[config.mk]
export PLATFORM = sky130hd
export DESIGN_NAME = if_id_reg
export DESIGN_NICKNAME = d
export VERILOG_FILES = /design/src/rtl/if_id_reg.sv
export SDC_FILE = /design/constraint.sdc
export NUM_CORES = 1
export LEC_CHECK = 0
export BUFFER_PORTS_ARGS = -buffer_cell sky130_fd_sc_hd__buf_2
export CAP_MARGIN = 20
export CORE_ASPECT_RATIO = 1.1
export CORE_MARGIN = 4
export CORE_UTILIZATION = 49
export DETAILED_ROUTE_END_ITERATION = 8
export GPL_TIMING_DRIVEN = 0
export HOLD_SLACK_MARGIN = 0.02
export PLACE_DENSITY = 0.84
export SLEW_MARGIN = 5
export SYNTH_ARGS = -nofsm -noshare
export SYNTH_HDL_FRONTEND = slang
export SYNTH_SLANG_ARGS = --single-unit
[constraint.sdc]
create_clock -name clk -period 2.25 [get_ports clk]
set_input_delay 0.1125 -clock clk [delete_from_list [all_inputs] [get_ports clk]]
set_output_delay 0.1125 -clock clk [all_outputs]
set_load 0.02 [all_outputs]
[src/rtl/if_id_reg.sv]
// IF/ID pipeline register: captures fetch-stage PC, PC+4 and instruction for decode,
// with hold, flush-to-bubble, and saturating stall/flush performance counters.
module if_id_reg #(
    parameter int                 WIDTH = 32,
    parameter logic [WIDTH-1:0]   NOP   = 32'h00000013,
    parameter int                 CNTW  = 16
) (
    input  logic             clk,
    input  logic             reset,
    input  logic [WIDTH-1:0] PCF,
    input  logic [WIDTH-1:0] PCPlus4F,
    input  logic [WIDTH-1:0] InstrF,
    input  logic             IFIDWrite,
    input  logic             FlushD,
    input  logic             CntClear,
    output logic [WIDTH-1:0] InstrD,
    output logic [WIDTH-1:0] PCD,
    output logic [WIDTH-1:0] PCPlus4D,
    output logic             ValidD,
    output logic [CNTW-1:0]  StallCnt,
    output logic [CNTW-1:0]  FlushCnt
);

    localparam logic [CNTW-1:0] CNT_ONE = CNTW'(1);

    logic [WIDTH-1:0] instr_q, instr_d;
    logic [WIDTH-1:0] pc_q, pc_d;
    logic [WIDTH-1:0] pc_plus4_q, pc_plus4_d;
    logic             valid_q, valid_d;
    logic [CNTW-1:0]  stall_cnt_q, stall_cnt_d;
    logic [CNTW-1:0]  flush_cnt_q, flush_cnt_d;

    logic stall_cycle;
    assign stall_cycle = IFIDWrite && !FlushD;

    // Datapath: flush beats hold, hold beats load.
    always_comb begin
        instr_d    = instr_q;
        pc_d       = pc_q;
        pc_plus4_d = pc_plus4_q;
        valid_d    = valid_q;
        if (FlushD) begin
            instr_d    = NOP;
            pc_d       = '0;
            pc_plus4_d = '0;
            valid_d    = 1'b0;
        end else if (!IFIDWrite) begin
            instr_d    = InstrF;
            pc_d       = PCF;
            pc_plus4_d = PCPlus4F;
            valid_d    = 1'b1;
        end
    end

    // Counters saturate at all-ones; a simultaneous flush+hold counts only as a flush.
    always_comb begin
        stall_cnt_d = stall_cnt_q;
        flush_cnt_d = flush_cnt_q;
        if (CntClear) begin
            stall_cnt_d = '0;
            flush_cnt_d = '0;
        end else begin
            if (stall_cycle && !(&stall_cnt_q)) begin
                stall_cnt_d = stall_cnt_q + CNT_ONE;
            end
            if (FlushD && !(&flush_cnt_q)) begin
                flush_cnt_d = flush_cnt_q + CNT_ONE;
            end
        end
    end

    always_ff @(posedge clk or negedge reset) begin
        if (!reset) begin
            instr_q     <= NOP;
            pc_q        <= '0;
            pc_plus4_q  <= '0;
            valid_q     <= 1'b0;
            stall_cnt_q <= '0;
            flush_cnt_q <= '0;
        end else begin
            instr_q     <= instr_d;
            pc_q        <= pc_d;
            pc_plus4_q  <= pc_plus4_d;
            valid_q     <= valid_d;
            stall_cnt_q <= stall_cnt_d;
            flush_cnt_q <= flush_cnt_d;
        end
    end

    assign InstrD   = instr_q;
    assign PCD      = pc_q;
    assign PCPlus4D = pc_plus4_q;
    assign ValidD   = valid_q;
    assign StallCnt = stall_cnt_q;
    assign FlushCnt = flush_cnt_q;

endmodule
==> metrics <==
pin count of the biggest net entering global routing 83; H-Tree Level Count 4; utilization after layout 75.57%; Min-Delay Path Class input port to register; setup slack, reg-to-reg 0.20 ns; Hold Path Sink PCD[30]$_DFFE_PN0N_; crit path launch StallCnt[0]$_DFFE_PN0P_; routability cong. between 0.9 and 1; DR vias/cell 5.495; number of instances on the worst hold path 3; total power divided by cell area 713.8 nW/µm²; top post-synthesis cells by area sky130_fd_sc_hd__dfrtp_1 55%, sky130_fd_sc_hd__mux2i_1 17%, sky130_fd_sc_hd__nor2_1 6.9%; vias in the first global route 5889; kind of critical path register to register; num rows 41; critical path required time 2.54 ns; count of boundary I/O pins 230; part of the Yosys area used for sequential elements 56.79%; Detailed Routing Iterations Pass 1 5; clock buffers created by TritonCTS 17; via total after detailed routing 5594; most common cell after layout, fill and taps aside sky130_fd_sc_hd__buf_2; design area 8645 µm²; leading register cell type out of synthesis sky130_fd_sc_hd__dfrtp_1; headroom to the max-slew limit a little under half; Post-Synthesis Net Count 610; initial antenna violation count 0; effective utilization at floorplan 49.74%; Reg2Reg Capture Point StallCnt[15]$_DFFE_PN0P_; FF-to-FF path depth 6; slew at the pin closest to its max-slew limit 0.7859 ns; minimum clock period about 2 ns; area added between synthesis and finish 51.91%; synthesized area per cell 11.22 µm²; final clock period utilization by the worst path between 90% and 100%; cell type with the highest aggregate area in the netlist sky130_fd_sc_hd__dfrtp_1; clock tree from TritonCTS done; instance area after placement 7053 µm²; distinct cell type count of the synthesized netlist 42; cell area after synthesis 5690 µm²; EDFF count, synth 0; FFs w/ async S/R, synth 100.0%; maximum clock rate just under 0.5 GHz; Routed wire per std cell approximately 19 µm; setup repair after global routing missed its margin no; portion of synthesized cell area occupied by the leading cell type around 55%; Worst Path Max Fanout 10; clock root buffer sky130_fd_sc_hd__clkbuf_16; floorplan core area 11440 µm²; drt drc 0; Clock Latency Late Sink 0.41 ns; Total Routing Usage GR 28.84%; sinks on the clock net 129; buffer levels on the longest clock path 2; flops & latches, synth 129; wirelength, routed 19.29 mm; synthesized instance count 507; final count of negative-setup-slack endpoints 0; final-stage net count 957; outcome complete, no violations; total of warnings raised by yosys 0; WP data arrival about 2.3 ns; fraction of layout cells with a size suffix above 1 33.10%; beginning of the worst register-to-register path StallCnt[0]$_DFFE_PN0P_; worst-case vdd ir drop 0.4275 mV; critical path endpoint category register; Die Outline Area 13400 µm²; Static Leakage 0.004571 µW; global-route wire length before repair ~30 mm; half-perimeter wire length of the detailed placement result about 11 mm; number of I/O port buffers 228; total gr overflow 0; highest-count cells in the layout ignoring fill and taps 237 x sky130_fd_sc_hd__buf_2, 126 x sky130_fd_sc_hd__dfrtp_1, 104 x sky130_fd_sc_hd__nor2_1; final antenna-violating net count 0; largest clock skew in the final design approximately 0.0068 ns; crit start category register; worst min-delay path startpoint PCF[30]; Final Hold Fails 0; CTS clk-pin slew, worst paths 0.05 ns; vertical die dimension 121.0 µm; final count of pins violating max slew 0; Iteration-0 DRC Markers roughly 340; die extent in x 110.8 µm; Min Hold Slack 0.02327 ns; max-capacitance violation count 0
-- Yosys cell counts, types with 3 or more instances --
| cell type | instances |
|---|---|
| sky130_fd_sc_hd__o31ai_1 | 7 |
| sky130_fd_sc_hd__or4_1 | 8 |
| sky130_fd_sc_hd__nor2_1 | 104 |
| sky130_fd_sc_hd__nand3_1 | 9 |
| sky130_fd_sc_hd__inv_1 | 7 |
| sky130_fd_sc_hd__nand4_1 | 11 |
| sky130_fd_sc_hd__and4_1 | 4 |
| sky130_fd_sc_hd__dfrtp_1 | 126 |
| sky130_fd_sc_hd__nor4_1 | 5 |
| sky130_fd_sc_hd__or3_1 | 10 |
| sky130_fd_sc_hd__o21a_1 | 3 |
| sky130_fd_sc_hd__clkbuf_1 | 13 |
| sky130_fd_sc_hd__o21ai_0 | 12 |
| sky130_fd_sc_hd__mux2i_1 | 98 |
| sky130_fd_sc_hd__mux2_2 | 4 |
| sky130_fd_sc_hd__nand2_1 | 15 |
| sky130_fd_sc_hd__and3_1 | 3 |
| sky130_fd_sc_hd__buf_1 | 3 |
| sky130_fd_sc_hd__buf_2 | 10 |
| sky130_fd_sc_hd__dfstp_2 | 3 |
| sky130_fd_sc_hd__nor2b_1 | 4 |
| sky130_fd_sc_hd__a21oi_1 | 19 |
| sky130_fd_sc_hd__o211ai_1 | 3 |
| sky130_fd_sc_hd__nor3_1 | 3 |
-- cells by family (layout without fill, tap and decap cells) --
kind of cell	Yosys count	in the layout	synth area share [%]
AOI/OAI and AO/OA	53	53	6.091
xor gates and xnor gates	1	1	0.1539
adders and majority gates	2	2	0.4397
buffers and inverters	35	395	2.661
DFF	129	129	56.79
muxes	102	102	18.03
other	0	1	0
and+or+nand+nor	185	185	15.83
-- how the worst max path moves through the flow --
stage	slack [ns]	to	depth (start not counted)
3_3_place_gp	-0.50	PCD[4]$_DFFE_PN0N_	1
4_1_cts	0.07	StallCnt[1]$_DFFE_PN0P_	6
5_1_grt	0.06	FlushCnt[7]$_DFFE_PN0P_	6
6_report	0.20	StallCnt[15]$_DFFE_PN0P_	6
3_5_place_dp	0.11	StallCnt[1]$_DFFE_PN0P_	6
2_1_floorplan	0.28	StallCnt[1]$_DFFE_PN0P_	6
-- per-layer routing --
| layer | GRT usage, % | wire [µm] | share of wire [%] | vias to the layer above |
|---|---|---|---|---|
| met3 | 7.830 | 1310 | 6.8 | 70 |
| met5 | 0 | 0 | 0 | - |
| li1 | - | - | - | 2500 |
| met4 | 15.24 | 838 | 4.3 | 0 |
| met1 | 31.69 | 6929 | 36 | 2710 |
| met2 | 51.02 | 10210 | 53 | 314 |
-- stage by stage --
step | instances | TNS [ns] | setup WS, ns | total power, µW
2_1_floorplan | 507 | 0 | 0.2797 | 2890
3_3_place_gp | 885 | -61.99 | -0.5037 | 3176
3_5_place_dp | 886 | 0 | 0.1080 | 3214
4_1_cts | 1013 | 0 | 0.06714 | 6142
5_1_grt | 1017 | 0 | 0.05629 | 6372
6_report | 1018 | 0 | 0.2043 | 6170
-- state kept, by name, summed over array words and instances, names as in the netlist --
signal,count
PCD,32
FlushCnt,16
ValidD,1
PCPlus4D,32
InstrD,32
StallCnt,16
-- final cells by class --
cell class                 instances  area (µm²)
sequential                       129        3232
clock inverter                    10       131.4
clock buffer                      22       474.2
buffer                            28       125.1
multi-input combinational        343        2307
inverter                           7       26.28
tap                              150       187.7
antenna                            1       2.502
timing repair buffer             328        2158
fill                             707        2795
-- power by group --
| group | internal [µW] | leakage [µW] | switching [µW] |
|---|---|---|---|
| logic | 372 | 0.00255 | 481 |
| clock network | 1820 | 0.000300 | 995 |
| registers | 2430 | 0.00172 | 70.1 |
| total | 4620 | 0.00457 | 1550 |
-- repair_timing --
action	4_1_cts	5_1_grt
hold buffers	95	1
resized for setup	0	0
setup endpoints to repair	0	12
buffers inserted	0	3
hold endpoints to repair	141	1
-- critical path, cell delays in order, from the launching register on --
cell and delay, ns:
sky130_fd_sc_hd__dfrtp_1 0.44, sky130_fd_sc_hd__ha_1 0.27, sky130_fd_sc_hd__nand4_1 0.20, sky130_fd_sc_hd__clkbuf_1 0.35
sky130_fd_sc_hd__nor2_1 0.10, sky130_fd_sc_hd__nor4_1 0.20, sky130_fd_sc_hd__mux2_2 0.37
(Power assumes the default switching activity.)
